## config.mk

```make
export PLATFORM = sky130hd
export DESIGN_NAME = tile_map_arbiter
export DESIGN_NICKNAME = d
export VERILOG_FILES = /design/src/rtl/tile_map_arbiter.sv
export SDC_FILE = /design/constraint.sdc
export NUM_CORES = 1
export LEC_CHECK = 0
export ABC_AREA = 1
export CAP_MARGIN = 10
export CORE_MARGIN = 1.5
export CORE_UTILIZATION = 25
export DETAILED_ROUTE_END_ITERATION = 10
export PLACE_DENSITY = 0.49
export SYNTH_ARGS = -nofsm -noshare
export SYNTH_HDL_FRONTEND = slang
export SYNTH_SLANG_ARGS = --single-unit
```

## constraint.sdc

```tcl
create_clock -name clock_50 -period 2.3 [get_ports clock_50]
set_input_delay 0.23 -clock clock_50 [delete_from_list [all_inputs] [get_ports clock_50]]
set_output_delay 0.23 -clock clock_50 [all_outputs]
set_load 0.05 [all_outputs]
```

## src/rtl/tile_map_arbiter.sv

```systemverilog
// Generic FIFO: count-based full/empty, pointers wrap modulo DEPTH.
// Latency: a pushed entry is at the head the cycle after the push.
// Backpressure: none internal; the caller must gate push on count < DEPTH.
module tile_fifo #(
    parameter int WIDTH = 13,
    parameter int DEPTH = 4,
    parameter int PTR_W = $clog2(DEPTH),
    parameter int CNT_W = PTR_W + 1
) (
    input  logic             clk,
    input  logic             rst,
    input  logic             push,
    input  logic [WIDTH-1:0] push_dat,
    input  logic             pop,
    output logic [WIDTH-1:0] head_dat,
    output logic [CNT_W-1:0] count
);
    logic [WIDTH-1:0] mem [DEPTH];
    logic [PTR_W-1:0] wr_ptr;
    logic [PTR_W-1:0] rd_ptr;

    always_ff @(posedge clk or posedge rst) begin
        if (rst) begin
            wr_ptr <= '0;
            rd_ptr <= '0;
            count  <= '0;
        end else begin
            if (push) wr_ptr <= wr_ptr + 1'b1;
            if (pop)  rd_ptr <= rd_ptr + 1'b1;
            case ({push, pop})
                2'b10:   count <= count + 1'b1;
                2'b01:   count <= count - 1'b1;
                default: count <= count;
            endcase
        end
    end

    // Storage needs no reset; the count alone decides what is valid.
    always_ff @(posedge clk) begin
        if (push) mem[wr_ptr] <= push_dat;
    end

    assign head_dat = mem[rd_ptr];
endmodule

// Tile-map RAM arbiter: graphics reads win outright, game writes drain in blanking.
// Latency: read data 2 cycles after gfx_req; queued writes commit 1 cycle after a drain slot.
// Backpressure: wr_ready drops when the write queue is full; graphics reads are never stalled.
module tile_map_arbiter #(
    parameter int MAP_ENTRIES = 300,
    parameter int ADDR_W      = 9,
    parameter int DATA_W      = 4,
    parameter int FIFO_DEPTH  = 4,
    parameter int CNT_W       = $clog2(FIFO_DEPTH) + 1
) (
    input  logic              clock_50,
    input  logic              reset_key,
    input  logic              video_on,
    input  logic              gfx_req,
    input  logic [ADDR_W-1:0] gfx_addr,
    output logic              gfx_valid,
    output logic [DATA_W-1:0] gfx_data,
    input  logic              wr_req,
    input  logic [ADDR_W-1:0] wr_addr,
    input  logic [DATA_W-1:0] wr_data,
    output logic              wr_ready,
    output logic [CNT_W-1:0]  wr_pending,
    output logic              err_oob,
    output logic [ADDR_W-1:0] ram_addr,
    output logic              ram_we,
    output logic [DATA_W-1:0] ram_wdata,
    input  logic [DATA_W-1:0] ram_rdata
);
    typedef enum logic [1:0] {ST_IDLE, ST_GFX, ST_DRAIN} state_t;

    typedef struct packed {
        logic [ADDR_W-1:0] addr;
        logic [DATA_W-1:0] data;
    } wr_ent_t;

    localparam logic [CNT_W-1:0] FULL_CNT  = CNT_W'(FIFO_DEPTH);
    localparam logic [ADDR_W:0]  MAP_LIMIT = (ADDR_W + 1)'(MAP_ENTRIES);

    state_t  state;
    state_t  next_state;
    wr_ent_t head;
    wr_ent_t wr_ent;
    logic    wr_acc;
    logic    in_range;
    logic    push;
    logic    pop;

    assign wr_ready = (wr_pending < FULL_CNT);
    assign wr_acc   = wr_req && wr_ready;
    assign in_range = ({1'b0, wr_addr} < MAP_LIMIT);
    assign push     = wr_acc && in_range;
    assign wr_ent   = '{addr: wr_addr, data: wr_data};

    tile_fifo #(
        .WIDTH ($bits(wr_ent_t)),
        .DEPTH (FIFO_DEPTH)
    ) u_wr_fifo (
        .clk      (clock_50),
        .rst      (reset_key),
        .push     (push),
        .push_dat (wr_ent),
        .pop      (pop),
        .head_dat (head),
        .count    (wr_pending)
    );

    always_comb begin
        next_state = ST_IDLE;
        if (gfx_req)
            next_state = ST_GFX;
        else if (!video_on && (wr_pending != '0))
            next_state = ST_DRAIN;
    end

    assign pop = (next_state == ST_DRAIN);

    always_ff @(posedge clock_50 or posedge reset_key) begin
        if (reset_key) state <= ST_IDLE;
        else           state <= next_state;
    end

    always_ff @(posedge clock_50 or posedge reset_key) begin
        if (reset_key) begin
            ram_addr  <= '0;
            ram_we    <= 1'b0;
            ram_wdata <= '0;
        end else begin
            case (next_state)
                ST_GFX: begin
                    ram_addr <= gfx_addr;
                    ram_we   <= 1'b0;
                end
                ST_DRAIN: begin
                    ram_addr  <= head.addr;
                    ram_wdata <= head.data;
                    ram_we    <= 1'b1;
                end
                default: ram_we <= 1'b0;
            endcase
        end
    end

    // A GFX state means the RAM is reading that address now, so its data lands next cycle.
    always_ff @(posedge clock_50 or posedge reset_key) begin
        if (reset_key) begin
            gfx_valid <= 1'b0;
            err_oob   <= 1'b0;
        end else begin
            gfx_valid <= (state == ST_GFX);
            if (wr_acc && !in_range) err_oob <= 1'b1;
        end
    end

    assign gfx_data = gfx_valid ? ram_rdata : '0;
endmodule
```

==> run metrics <==
Die H 117 um; # H-tree levels 3; Die ar. roughly 14000 um^2; Non-Filler Instances 553; reg-to-reg startpoint u_wr_fifo.count[0]; post-synth cell types 26; cts hold-fix bufs 0; vias in the first global route 2073; crit end category register; required time of the critical path between 2000 and 3000 ps; Syn Inst Count approximately 300; drt wl/cell around 13 um; Core ar. around 13000 um^2; Peak Freq just under 500 MHz; I/O Pins 55; Worst VDD drop roughly 0.52 mV; Setup Skew 6.57 ps; Worst EP arrival between 2000 and 2500 ps; total grt overflow 0; reg2reg end u_wr_fifo.count[2]; R2R cell count 10; Filler Cells Inserted 1294; width of the die around 120 um; crit path from u_wr_fifo.count[0]; type of origin of the critical path register; max-cap viol count 0; largest net degree at the start of global routing 32; Hold WC Path Type in2async; Syn Nets 339; area taken by multi-input logic gates approximately 900 um^2; worst setup path end u_wr_fifo.count[2]; Synth area leader edfxtp_1; drt total wl about 7000 um; final net count 413; period utilization between 80% and 90%; initial antenna violation count 0; num rows 41; Layout Utilization ~35%; dpl ws 11.3 ps; clock tree buffer depth 2; yosys warns 0; Setup-failing EPs final 0; Yosys top cell area share 48.0%; DR vias between 2000 and 2500; Starting DRT DRC Count approximately 150; Pwr Density 1160 nW/um^2; Area contributors post-synth edfxtp_1 48%, dfrtp_1 19%, nand2_1 10%, nor2_1 3.7%, nand3_1 2.9%; layout cells sized above 1 a little under an eighth; r2r setup slk ~280 ps; Cell Area, Synth between 3000 and 4000 um^2; Design Power ~5.1 mW; port bufs 54; final setup TNS 0 ps; crit path time final about 2000 ps; sequential fraction of the synthesis area roughly 67%; post-route ant nets 0; vias per cell roughly 4.0; Cells after DPL between 500 and 600; CTS tree yes; Worst-Margin Slew between 500 and 600 ps; Clock Latency Late Sink around 340 ps; first-pass GRT wire length approximately 11000 um; max-slew violations 0; Slew headroom 64.9%; DP HPWL roughly 4700 um; status finished, final reports clean; root buf cell clkbuf_16; Clock Sinks 77; Initial Utilization around 26%; syn_area_per_cell 10.8 um^2; FF+latch count, synth just under 80; Hold Violations, Final 0; leak pwr 1.82 nW; post-cts sizing count 0; post-CTS setup buffers 0; total CTS buffers 9; total track usage 11.2%; Reg area approximately 2200 um^2; crit-path max FO 4; detailed-route DRC error count 0; clk slew on worst S/H paths 60 ps; crit path kind reg2reg; Ant. Diodes 0; GP Congestion 0.734; unrepaired setup endpoints after global routing no; Area growth syn-to-layout 34.9%; setup ws final 282 ps; 1st-pass router iterations 4
-- critical path: stages (launching register included) --
cell	delay, ps
dfrtp_1	400
nor2_1	70
nand2_2	100
nand2_4	50
nor2_1	200
ha_1	190
inv_1	70
fa_1	380
a21oi_1	150
o21ai_0	110
xor2_1	150
-- layer usage --
| metal | up-vias | track usage, % | wire (um) |
|---|---|---|---|
| met5 | - | 0 | 0 |
| met4 | 0 | 5.06 | 127 |
| met3 | 11 | 3.60 | 452 |
| met2 | 62 | 16.6 | 3150 |
| met1 | 1006 | 15.0 | 3400 |
| li1 | 1139 | - | - |
-- final cells by class --
class                      count  share of cell area, %
multi-input combinational    186                   20.3
inverter                      29                   2.48
sequential                    77                   49.8
clock buffer                  11                   5.53
tap                          172                   4.90
clock inverter                 5                   1.37
timing repair buffer          73                   15.6
-- report_power, final --
part / switching [mW] / internal, mW
clock: 0.543 / 0.871
sequential: 0.147 / 1.71
combinational: 1.21 / 0.597
-- cells in the mapped netlist, drive strengths merged --
cell type,count
or2,2
buf,10
o211ai,3
dfrtp,25
a21o,1
edfxtp,52
fa,1
ha,5
nor2,33
nand4,2
xor2,2
inv,29
o21ai,24
nand2,90
a21oi,1
xnor2,1
nand3,21
-- placed cells by master, fill, tap and decap left out, types with 2 or more instances in the layout --
| cell type | instances |
|---|---|
| inv_2 | 4 |
| nand2_1 | 88 |
| xor2_1 | 2 |
| dfrtp_1 | 24 |
| o211ai_1 | 3 |
| clkinv_4 | 2 |
| o21ai_1 | 18 |
| nor2_1 | 32 |
| clkdlybuf4s50_1 | 54 |
| edfxtp_1 | 52 |
| nand3_1 | 19 |
| clkbuf_16 | 9 |
| ha_1 | 5 |
| buf_4 | 19 |
| nand4_1 | 2 |
| o21ai_0 | 6 |
| nand3_2 | 2 |
| inv_1 | 25 |
-- stage by stage --
| stage | hold WS [ps] | area, um^2 |
|---|---|---|
| after floorplan | 257 | 3260 |
| after global placement | 381 | 4090 |
| after detailed placement | 386 | 4090 |
| after CTS | 253 | 4390 |
| after global routing | 277 | 4390 |
| final | 241 | 4390 |
-- worst min-delay path by stage --
stage                          from                   to  slack (ps)  depth (start not counted)
after floorplan           reset_key              err_oob         260                          1
after global placement     state[1]            gfx_valid         380                          1
after detailed placement   state[1]            gfx_valid         390                          1
after CTS                 reset_key  u_wr_fifo.wr_ptr[1]         250                          3
after global routing      reset_key  u_wr_fifo.wr_ptr[1]         280                          3
final                     reset_key  u_wr_fifo.wr_ptr[1]         240                          3
-- cells by family (layout without fill, tap and decap cells) --
| family | Yosys count | count (layout) | synth area share (%) |
|---|---|---|---|
| xor gates and xnor gates | 3 | 3 | 0.807 |
| AOI/OAI and AO/OA | 29 | 29 | 4.77 |
| adders and majority gates | 6 | 6 | 2.54 |
| and+or+nand+nor | 148 | 148 | 19.3 |
| DFF | 77 | 77 | 67.2 |
| buffers and inverters | 39 | 118 | 5.42 |
-- sequential cells by signal (all words and copies together) (netlist names) --
| register | cells |
|---|---|
| u_wr_fifo.wr_ptr | 2 |
| ram_wdata | 4 |
| state | 2 |
| ram_addr | 9 |
| u_wr_fifo.mem | 52 |
| err_oob | 1 |
| u_wr_fifo.count | 3 |
| ram_we | 1 |
| u_wr_fifo.rd_ptr | 2 |
| gfx_valid | 1 |
Power figures use the tool's default switching activity.
